File: config.mk
export PLATFORM = sky130hd
export DESIGN_NAME = i2c_slave_reg_sequencer
export DESIGN_NICKNAME = d
export VERILOG_FILES = /design/src/rtl/i2c_slave_pkg.sv /design/src/rtl/i2c_slave_reg_sequencer_sync_edge.sv /design/src/rtl/i2c_slave_reg_sequencer.sv
export SDC_FILE = /design/constraint.sdc
export NUM_CORES = 1
export LEC_CHECK = 0
export ABC_AREA = 1
export CORE_MARGIN = 1.5
export CORE_UTILIZATION = 30
export CTS_BUF_LIST = sky130_fd_sc_hd__clkbuf_8
export CTS_CLUSTER_SIZE = 8
export DETAILED_ROUTE_END_ITERATION = 8
export GPL_ROUTABILITY_DRIVEN = 0
export PLACE_DENSITY = 0.61
export SYNTH_ARGS = -nofsm -noshare
export SYNTH_HDL_FRONTEND = slang
export SYNTH_HIERARCHICAL = 1
export SYNTH_SLANG_ARGS = --single-unit
File: constraint.sdc
create_clock -name clk -period 1.64 [get_ports clk]
set_input_delay 0.328 -clock clk [delete_from_list [all_inputs] [get_ports clk]]
set_output_delay 0.328 -clock clk [all_outputs]
set_load 0.03 [all_outputs]
File: src/rtl/i2c_slave_pkg.sv
// Shared types and constants for the I2C slave register sequencer.
// Pure declarations: no latency or flow control of its own.
// Consumers import with i2c_slave_pkg::*.
package i2c_slave_pkg;

   typedef enum logic [3:0] {
      ST_IDLE,
      ST_ADDR,
      ST_ADDR_ACK,
      ST_PTR,
      ST_PTR_ACK,
      ST_WR,
      ST_WR_ACK,
      ST_RD,
      ST_RD_ACK,
      ST_WAIT_STOP
   } state_t;

   // Bus-level value of the acknowledge bit.
   localparam logic ACK  = 1'b0;
   localparam logic NACK = 1'b1;

   // Direction bit carried in the LSB of the address byte.
   localparam logic RW_WRITE = 1'b0;
   localparam logic RW_READ  = 1'b1;

   localparam logic [6:0] SLAVE_ADDR_DEF = 7'h53;

endpackage

File: src/rtl/i2c_slave_reg_sequencer_sync_edge.sv
// Synchronizes raw SCL/SDA into clk and derives SCL edges plus START/STOP pulses.
// Latency: SYNC_STAGES cycles from pad to synchronized level, edge pulses on the same cycle.
// No backpressure: free-running, every pulse lasts exactly one cycle.
module i2c_sync_edge #(
   parameter int SYNC_STAGES = 2
) (
   input  logic clk,
   input  logic async_rst,
   input  logic scl_in,
   input  logic sda_in,
   output logic sda_s,
   output logic scl_rise,
   output logic scl_fall,
   output logic start_det,
   output logic stop_det
);

   logic [SYNC_STAGES-1:0] scl_sync_q;
   logic [SYNC_STAGES-1:0] sda_sync_q;
   logic                   scl_prev_q;
   logic                   sda_prev_q;
   logic                   scl_s;

   // Synchronizer chains plus one-cycle history; idle bus level (1) on reset.
   always_ff @(posedge clk or negedge async_rst) begin
      if (!async_rst) begin
         scl_sync_q <= '1;
         sda_sync_q <= '1;
         scl_prev_q <= 1'b1;
         sda_prev_q <= 1'b1;
      end else begin
         scl_sync_q <= {scl_sync_q[SYNC_STAGES-2:0], scl_in};
         sda_sync_q <= {sda_sync_q[SYNC_STAGES-2:0], sda_in};
         scl_prev_q <= scl_s;
         sda_prev_q <= sda_s;
      end
   end

   assign scl_s = scl_sync_q[SYNC_STAGES-1];
   assign sda_s = sda_sync_q[SYNC_STAGES-1];

   // SDA may only change with SCL high when the master signals START or STOP.
   assign scl_rise  =  scl_s & ~scl_prev_q;
   assign scl_fall  = ~scl_s &  scl_prev_q;
   assign start_det =  scl_s &  sda_prev_q & ~sda_s;
   assign stop_det  =  scl_s & ~sda_prev_q &  sda_s;

endmodule

File: src/rtl/i2c_slave_reg_sequencer.sv
// I2C slave: address match, register pointer, auto-incrementing writes/reads to a reg port.
// Latency: reg_we one cycle after the 8th data rise; reg_re one cycle after the ACK-slot rise (+1 on burst reads).
// Backpressure: none toward the register port; the I2C master is only ever ACKed/NACKed, never stretched.
module i2c_slave_reg_sequencer
   import i2c_slave_pkg::*;
#(
   parameter logic [6:0] SLAVE_ADDR  = SLAVE_ADDR_DEF,
   parameter int         SYNC_STAGES = 2
) (
   input  logic       clk,
   input  logic       async_rst,
   input  logic       scl_in,
   input  logic       sda_in,
   output logic       sda_oe,
   output logic       busy,
   output logic [7:0] reg_addr,
   output logic [7:0] reg_wdata,
   output logic       reg_we,
   output logic       reg_re,
   input  logic [7:0] reg_rdata,
   output logic [7:0] rx_data_out
);

   logic sda_s;
   logic scl_rise;
   logic scl_fall;
   logic start_det;
   logic stop_det;

   i2c_sync_edge #(
      .SYNC_STAGES (SYNC_STAGES)
   ) u_sync (
      .clk       (clk),
      .async_rst (async_rst),
      .scl_in    (scl_in),
      .sda_in    (sda_in),
      .sda_s     (sda_s),
      .scl_rise  (scl_rise),
      .scl_fall  (scl_fall),
      .start_det (start_det),
      .stop_det  (stop_det)
   );

   state_t     state_q;
   logic [3:0] bit_cnt_q;
   logic [6:0] rx_sh_q;
   logic [7:0] tx_sh_q;
   logic       rw_q;
   logic       re_pend_q;
   logic       rd_lat_q;
   logic       sda_oe_q;
   logic       busy_q;
   logic       reg_we_q;
   logic       reg_re_q;
   logic [7:0] reg_addr_q;
   logic [7:0] reg_wdata_q;
   logic [7:0] rx_data_q;

   // Byte as it stands once the bit on the current rise is shifted in.
   logic [7:0] byte_d;
   logic       last_bit;
   assign byte_d   = {rx_sh_q, sda_s};
   assign last_bit = (bit_cnt_q == 4'd7);

   // Transaction FSM: bit sampling on SCL rise, SDA changes on SCL fall.
   always_ff @(posedge clk or negedge async_rst) begin
      if (!async_rst) begin
         state_q     <= ST_IDLE;
         bit_cnt_q   <= 4'd0;
         rx_sh_q     <= 7'd0;
         tx_sh_q     <= 8'd0;
         rw_q        <= RW_WRITE;
         re_pend_q   <= 1'b0;
         rd_lat_q    <= 1'b0;
         sda_oe_q    <= 1'b0;
         busy_q      <= 1'b0;
         reg_we_q    <= 1'b0;
         reg_re_q    <= 1'b0;
         reg_addr_q  <= 8'd0;
         reg_wdata_q <= 8'd0;
         rx_data_q   <= 8'd0;
      end else begin
         // Strobes are single-cycle; a burst read fires reg_re one cycle after the pointer bump.
         reg_we_q  <= 1'b0;
         reg_re_q  <= re_pend_q;
         re_pend_q <= 1'b0;
         // Read data arrives the cycle after reg_re; capture it for the next byte out.
         rd_lat_q  <= reg_re_q;
         if (rd_lat_q) begin
            tx_sh_q <= reg_rdata;
         end
         // Writes use the pointer during the strobe, then advance it.
         if (reg_we_q) begin
            reg_addr_q <= reg_addr_q + 8'd1;
         end

         if (start_det) begin
            state_q   <= ST_ADDR;
            bit_cnt_q <= 4'd0;
            sda_oe_q  <= 1'b0;
            busy_q    <= 1'b0;
         end else if (stop_det) begin
            state_q  <= ST_IDLE;
            sda_oe_q <= 1'b0;
            busy_q   <= 1'b0;
         end else begin
            case (state_q)
               ST_ADDR: begin
                  if (scl_rise) begin
                     rx_sh_q   <= byte_d[6:0];
                     bit_cnt_q <= bit_cnt_q + 4'd1;
                     if (last_bit) begin
                        if (byte_d[7:1] == SLAVE_ADDR) begin
                           state_q <= ST_ADDR_ACK;
                           rw_q    <= byte_d[0];
                           busy_q  <= 1'b1;
                        end else begin
                           state_q <= ST_WAIT_STOP;
                        end
                     end
                  end
               end

               // First fall opens the ACK slot (drive low), second fall closes it.
               ST_ADDR_ACK: begin
                  if (scl_rise && (rw_q == RW_READ)) begin
                     reg_re_q <= 1'b1;
                  end
                  if (scl_fall) begin
                     if (!sda_oe_q) begin
                        sda_oe_q <= 1'b1;
                     end else if (rw_q == RW_WRITE) begin
                        sda_oe_q  <= 1'b0;
                        bit_cnt_q <= 4'd0;
                        state_q   <= ST_PTR;
                     end else begin
                        sda_oe_q  <= ~tx_sh_q[7];
                        tx_sh_q   <= {tx_sh_q[6:0], 1'b1};
                        bit_cnt_q <= 4'd0;
                        state_q   <= ST_RD;
                     end
                  end
               end

               ST_PTR, ST_WR: begin
                  if (scl_rise) begin
                     rx_sh_q   <= byte_d[6:0];
                     bit_cnt_q <= bit_cnt_q + 4'd1;
                     if (last_bit) begin
                        if (state_q == ST_PTR) begin
                           reg_addr_q <= byte_d;
                           state_q    <= ST_PTR_ACK;
                        end else begin
                           reg_wdata_q <= byte_d;
                           rx_data_q   <= byte_d;
                           reg_we_q    <= 1'b1;
                           state_q     <= ST_WR_ACK;
                        end
                     end
                  end
               end

               ST_PTR_ACK, ST_WR_ACK: begin
                  if (scl_fall) begin
                     if (!sda_oe_q) begin
                        sda_oe_q <= 1'b1;
                     end else begin
                        sda_oe_q  <= 1'b0;
                        bit_cnt_q <= 4'd0;
                        state_q   <= ST_WR;
                     end
                  end
               end

               // MSB already on the wire when entering; each fall shifts the next bit out.
               ST_RD: begin
                  if (scl_rise) begin
                     bit_cnt_q <= bit_cnt_q + 4'd1;
                  end
                  if (scl_fall) begin
                     if (bit_cnt_q == 4'd8) begin
                        sda_oe_q <= 1'b0;
                        state_q  <= ST_RD_ACK;
                     end else begin
                        sda_oe_q <= ~tx_sh_q[7];
                        tx_sh_q  <= {tx_sh_q[6:0], 1'b1};
                     end
                  end
               end

               // Master ACK fetches the next byte; NACK ends the read.
               ST_RD_ACK: begin
                  if (scl_rise) begin
                     if (sda_s == NACK) begin
                        state_q <= ST_WAIT_STOP;
                        busy_q  <= 1'b0;
                     end else begin
                        reg_addr_q <= reg_addr_q + 8'd1;
                        re_pend_q  <= 1'b1;
                     end
                  end
                  if (scl_fall) begin
                     sda_oe_q  <= ~tx_sh_q[7];
                     tx_sh_q   <= {tx_sh_q[6:0], 1'b1};
                     bit_cnt_q <= 4'd0;
                     state_q   <= ST_RD;
                  end
               end

               ST_IDLE, ST_WAIT_STOP: begin
                  sda_oe_q <= 1'b0;
               end

               default: begin
                  state_q  <= ST_IDLE;
                  sda_oe_q <= 1'b0;
               end
            endcase
         end
      end
   end

   assign sda_oe      = sda_oe_q;
   assign busy        = busy_q;
   assign reg_addr    = reg_addr_q;
   assign reg_wdata   = reg_wdata_q;
   assign reg_we      = reg_we_q;
   assign reg_re      = reg_re_q;
   assign rx_data_out = rx_data_q;

endmodule

==> metrics, run 1 <==
antenna violations before repair 0; worst-case clock buffer depth 2; Max-Cap Viols 0; final setup margin -0.00110 ns; final-report setup violation count 1; commonest non-fill, non-tap cells in the layout nand2_1 (158), inv_1 (46), dfrtp_1 (42); fillers 1086; first-pass GRT wire length 13000 um; H-tree depth 2; Sinks on Clock Net 52; Peak Freq 609 MHz; clk slew on worst S/H paths 0.10 ns; crit path buf inv count 4; GRT Total Usage 14.3%; critical path data required time 1.90 ns; I/O Pins 40; DR iter-0 viols 243; Synth Cell Area 3160 um2; area delta synth->final 31.1%; Worst Hold Class flip-flop to flip-flop; FF-to-FF Start u_sync/scl_sync_q[1]$_DFF_PN1_; placed insts 643; Unique masters post-synth 35; TNS Setup -0.00110 ns; total grt overflow 0; count of pins over their slew limit 0; Startpoint Class flip-flop; RR Endpoint reg_addr[7]$_DFF_PN0_; starting density of the core 30.8%; Min-Delay Endpoint u_sync/scl_sync_q[1]$_DFF_PN1_; CP Cell Sequence inv_2 -> nor2_4 -> buf_4 -> nand2_1 -> nor2_2 -> nand2_2 -> inv_2 -> nand3_1 -> o21ai_0 -> inv_1 -> nand2_1; Rows 37; Mapped Cells 452; CP max FO 6; Final Hold Fails 0; reg2reg path depth 11; syn_area_per_cell 7.00 um2; status complete, but fails checks; n_diodes 0; Critical Setup Path Class flip-flop to flip-flop; reg2reg setup slack -0.001 ns; final setup skew 0.0110 ns; largest net degree at the start of global routing 53; TritonCTS clock tree done; Crit. End Element flip-flop; core area 10300 um2; PwrDens 1100 nW/um2; post-synthesis sequential area ratio 41.4%; Layout Cells excl Fill 662; DRC 0; unrepaired setup endpoints after global routing yes; fin crit share 100%; Net count, final 540; Max transition margin 72.1%; Synth Register Bits 52; full die area 11200 um2; design area 4150 um2; CP peak stage delay 0.60 ns; VDD IR-drop max 0.000405 V; Crit path max-delay family flip-flops; First-pass DRT Iterations 4; violated checks negative setup slack; vias in the first global route 2847; synth warn 6; Least-Margin Pin Slew 0.418 ns; Tmin final 1.64 ns; IO buf count 39; Die Width 106 um; TritonCTS Buffers 5; clk_lat worst skew 0.31 ns; vias per std cell 4.54; drt total wl 7940 um; slowest stage cell, crit path dfstp_2; DIE HEIGHT 106 um; share of cells above drive strength 1 25.7%; ANT nets after route 0; dpl hpwl 5610 um; vias after detailed routing 3005; Root Buffer clkbuf_8; Wirelength per Cell 12.0 um; P_leak 2.32 nW; syn nets 467; Cell Area, Placed 3860 um2; hold depth 0; commonest non-fill, non-tap cell in the layout nand2_1; Pwr Total 4.56 mW; critical path data arrival time 1.90 ns; hold path startpoint u_sync/scl_sync_q[0]$_DFF_PN1_
how the worst max path moves through the flow:
stage                                   start                     end  slack (ns)  depth (start not counted)
2_1_floorplan  u_sync/sda_sync_q[1]$_DFF_PN1_  state_q[3]$_DFFE_PN0P_        0.01                         11
4_1_cts        u_sync/sda_sync_q[1]$_DFF_PN1_  state_q[2]$_DFFE_PN0P_     -0.0002                         11
5_1_grt                state_q[0]$_DFFE_PN0P_   reg_addr[0]$_DFF_PN0_       -0.13                          8
3_3_place_gp   u_sync/sda_sync_q[1]$_DFF_PN1_  state_q[3]$_DFFE_PN0P_       -0.04                         11
6_report       u_sync/scl_sync_q[1]$_DFF_PN1_   reg_addr[7]$_DFF_PN0_      -0.001                         11
3_5_place_dp   u_sync/sda_sync_q[1]$_DFF_PN1_  state_q[2]$_DFFE_PN0P_       -0.08                         11
logic make-up after synthesis:
family	after synthesis	share of synthesized area, %
XOR/XNOR	4	1.11
buffers and inverters	73	10.2
AO/OA/AOI/OAI	51	9.26
AND/OR/NAND/NOR	267	36.2
adder cells (fa/ha/maj)	3	1.19
multiplexers	2	0.673
flip-flops	52	41.4
worst reg2reg max path, delay by kind of cell (launching register included):
| kind | cells | cell delay (ns) |
|---|---|---|
| flip-flops | 1 | 0.60 |
| AND/OR/NAND/NOR | 6 | 0.57 |
| buffers and inverters | 4 | 0.35 |
| AO/OA/AOI/OAI | 1 | 0.07 |
metal layers:
| metal | part of all wire (%) | GRT usage (%) |
|---|---|---|
| met5 | 0 | 0 |
| met2 | 46 | 22.8 |
| met3 | 5.2 | 3.46 |
| met1 | 48 | 19.5 |
| met4 | 0.50 | 3.76 |
Yosys cell counts:
| cell type | number | share of area [%] |
|---|---|---|
| nor2_2 | 9 | 1.8 |
| dfstp_2 | 6 | 5.0 |
| a22oi_1 | 1 | 0.24 |
| a21oi_1 | 12 | 1.9 |
| ha_1 | 3 | 1.2 |
| o21ai_2 | 6 | 1.7 |
| o21bai_1 | 1 | 0.24 |
| o211ai_1 | 1 | 0.24 |
| nand3_1 | 24 | 3.8 |
| o22ai_1 | 1 | 0.20 |
| o21a_1 | 1 | 0.24 |
| inv_2 | 4 | 0.47 |
| o21ai_1 | 1 | 0.16 |
| clkbuf_1 | 2 | 0.24 |
| xor2_1 | 3 | 0.83 |
| buf_2 | 3 | 0.47 |
| nand4_1 | 3 | 0.59 |
| dfrtp_1 | 46 | 36 |
| nand3_2 | 3 | 0.95 |
| nor2_1 | 35 | 4.2 |
| nor3b_1 | 1 | 0.24 |
| mux2_2 | 1 | 0.36 |
| nand2_2 | 10 | 2.0 |
| nor3_1 | 3 | 0.47 |
| mux2i_1 | 1 | 0.32 |
| inv_1 | 54 | 6.4 |
| o21ai_0 | 25 | 4.0 |
| buf_6 | 2 | 0.71 |
| a31oi_1 | 1 | 0.20 |
| nand2_1 | 175 | 21 |
| a21o_1 | 1 | 0.24 |
| nor2_4 | 3 | 1.1 |
| buf_4 | 8 | 1.9 |
| nand2_4 | 1 | 0.36 |
| xnor2_1 | 1 | 0.28 |
report_power, final:
| group | internal, mW | total [mW] | switching [mW] |
|---|---|---|---|
| combinational | 0.825 | 2.18 | 1.36 |
| sequential | 1.46 | 1.64 | 0.180 |
| clock | 0.299 | 0.735 | 0.436 |
state kept, by name, indices dropped and copies added, names as in the netlist:
| signal | flops |
|---|---|
| state_q | 4 |
| rd_lat_q | 1 |
| u_sync/sda_sync_q | 2 |
| re_pend_q | 1 |
| u_sync/scl_sync_q | 2 |
| tx_sh_q | 8 |
| sda_oe | 1 |
| u_sync/sda_prev_q | 1 |
| rx_sh_q | 7 |
| rx_data_out | 8 |
| reg_addr | 8 |
| rw_q | 1 |
| u_sync/scl_prev_q | 1 |
| reg_re | 1 |
| bit_cnt_q | 4 |
| busy | 1 |
| reg_we | 1 |
timing repair:
item / in CTS / in global routing
gates resized for setup: 44 / 44
pin swaps: 5 / 13
gates cloned: 0 / 3
endpoints found under the setup margin: 46 / 42
hold buffers: 1 / 0
hold endpoints to repair: 5 / 0
setup buffers: 3 / 4
final cells by class:
| class | count | area [um2] | share of cell area [%] |
|---|---|---|---|
| inverter | 58 | 218 | 5.25 |
| clock buffer | 5 | 68.8 | 1.66 |
| sequential | 52 | 1310 | 31.7 |
| clock inverter | 3 | 20.0 | 0.483 |
| timing repair buffer | 79 | 669 | 16.1 |
| tap | 136 | 170 | 4.10 |
| multi-input combinational | 329 | 1690 | 40.7 |
per-stage QoR:
step	worst slack (ns)	utilization [%]	hold slack [ns]
after floorplan	0.0140	-	0.0324
after global placement	-0.0382	37.6	0.347
after detailed placement	-0.0754	37.6	0.347
after CTS	-0.000220	38.9	0.366
after global routing	-0.132	40.3	0.368
final	-0.00110	40.3	0.365
Power figures use the tool's default switching activity.
==> run 2, diff against run 1 <==
--- a/config.mk
+++ b/config.mk
@@ -13,6 +13,7 @@
 export DETAILED_ROUTE_END_ITERATION = 8
 export GPL_ROUTABILITY_DRIVEN = 0
 export PLACE_DENSITY = 0.61
+export REMOVE_ABC_BUFFERS = 1
 export SYNTH_ARGS = -nofsm -noshare
 export SYNTH_HDL_FRONTEND = slang
 export SYNTH_HIERARCHICAL = 1
==> run 2 against run 1 <==
Effect of this change:
- the run still ends with negative setup slack left
- clock skew grew 0.0043 ns
- highest routed layer unchanged
- sequential cell count is the same
- critical path depth grew 1
- count of clock-buffer cells in the layout grew 2
- worst hold slack lost 0.0054 ns
- global-route usage shrank 0.079 points
==> metrics, run 2 (synthesized netlist as in run 1, its figures left out) <==
status complete, but fails checks; violated checks negative setup slack; vias after detailed routing 3093; DIE HEIGHT 106 um; cell-internal power 2.89 mW; Switching Fraction 41.8%; H-tree depth 2; register area 1310 um2; ANT nets after route 0; Psw 2.08 mW; fillers 1050; IO buf count 39; drt total wl 8110 um; TritonCTS clock tree done; Least-Margin Pin Slew 0.417 ns; Sinks on Clock Net 52; share of cells above drive strength 1 29.0%; P_leak 2.39 nW; core area 10300 um2; final setup skew 0.0153 ns; WL met2 3950 um; Crit. End Element flip-flop; antenna violations before repair 0; vias per std cell 4.62; dpl hpwl 5660 um; count of pins over their slew limit 0; n_diodes 0; Highest Signal Layer met4; FF-to-FF Start bit_cnt_q[1]$_DFFE_PN0P_; DRC 0; Pwr Total 4.97 mW; hold path startpoint u_sync/scl_sync_q[0]$_DFF_PN1_; Final Hold Fails 0; GRT Total Usage 14.3%; Peak Freq 604 MHz; full die area 11200 um2; hold depth 0; Comb pwr share 47.1%; DR iter-0 viols 216; clk_lat worst skew 0.32 ns; VDD IR-drop max 0.000531 V; unrepaired setup endpoints after global routing yes; reg2reg path depth 12; Rows 37; final-report setup violation count 7; PwrDens 1150 nW/um2; critical path data arrival time 1.87 ns; wire length on met3 288 um; I/O Pins 40; commonest non-fill, non-tap cell in the layout nand2_1; Max-Cap Viols 0; reg2reg setup slack -0.02 ns; Min-Delay Endpoint u_sync/scl_sync_q[1]$_DFF_PN1_; fin crit share 101%; Critical Setup Path Class flip-flop to flip-flop; RR Endpoint reg_addr[1]$_DFF_PN0_; CP max FO 5; First-pass DRT Iterations 4; Wirelength per Cell 12.1 um; commonest non-fill, non-tap cells in the layout nand2_1 (146), inv_1 (47), dfrtp_1 (45); area delta synth->final 36.9%; Root Buffer clkbuf_8; total grt overflow 0; Startpoint Class flip-flop; clk slew on worst S/H paths 0.10 ns; TNS Setup -0.0462 ns; area of the multi-input gates 1760 um2; TritonCTS Buffers 5; Worst Hold Class flip-flop to flip-flop; worst-case clock buffer depth 2; Tmin final 1.66 ns; final design utilization 42.1%; Clk pwr share 19.8%; vias in the first global route 2941; Die Width 106 um; M1 WL 3670 um; Seq pwr share 33.1%; critical path data required time 1.85 ns; final setup margin -0.0169 ns; first-pass GRT wire length 13000 um; starting density of the core 30.8%; Net count, final 548; largest net degree at the start of global routing 53; CP startpoint bit_cnt_q[1]$_DFFE_PN0P_; Max transition margin 72.2%
==> run 2: critical path, cell delays in order (launching register included) <==
cell and delay, ns:
dfrtp_1 0.41, ha_2 0.22, nand2_2 0.07, nor2_2 0.13
inv_2 0.09, nor2_4 0.12, nand2_2 0.07, nand2_2 0.06
nand2_2 0.08, nand2_2 0.09, nand2_4 0.08, nand2_1 0.07
nand2_1 0.05
==> run 2: power groups by stage <==
stage	registers [mW]	clock network (mW)	logic [mW]
final	1.64	0.984	2.34
after global routing	1.67	1.05	2.58
after CTS	1.64	1.00	2.06
after detailed placement	1.66	0	1.95
after global placement	1.65	0	1.92
after floorplan	1.67	0	1.28
==> run 2: through the flow <==
step | setup WS, ns | hold WS, ns | cell area, um2 | instances
final | -0.0169 | 0.360 | 4330 | 670
after global routing | -0.141 | 0.366 | 4330 | 670
after CTS | 0.00174 | 0.363 | 4090 | 659
after detailed placement | -0.128 | 0.344 | 3870 | 645
after global placement | -0.0425 | 0.339 | 3870 | 645
after floorplan | -0.272 | 0.0324 | 3060 | 437
==> run 2: repair_timing <==
item / CTS / global route
cloned: 0 / 2
pin swaps: 8 / 28
setup endpoints to repair: 56 / 40
buffers inserted: 5 / 9
gates resized for setup: 52 / 53
hold buffers: 1 / 0
endpoints found under the hold margin: 8 / 0
==> run 2: area by class of cell <==
class	instances	area share, %
inverter	58	5.12
multi-input combinational	329	40.6
tap	136	3.93
clock buffer	7	2.23
timing repair buffer	87	17.1
clock inverter	1	0.694
sequential	52	30.3
==> run 2: worst max path at each step <==
| stage | endpoint | slack, ns | depth (start not counted) |
|---|---|---|---|
| finish | reg_addr[1]$_DFF_PN0_ | -0.02 | 12 |
| global route | state_q[1]$_DFFE_PN0P_ | -0.14 | 11 |
| CTS | state_q[3]$_DFFE_PN0P_ | 0.002 | 11 |
| detailed placement | state_q[3]$_DFFE_PN0P_ | -0.13 | 11 |
| global placement | state_q[2]$_DFFE_PN0P_ | -0.04 | 11 |
| floorplan | rx_sh_q[5]$_DFFE_PN0P_ | -0.27 | 7 |
==> run 2: routing by layer <==
metal / vias to the layer above / global-route usage (%)
met2: 64 / 24.0
met3: 17 / 2.41
met1: 1455 / 18.0
met5: - / 0
met4: 0 / 5.98
li1: 1557 / -
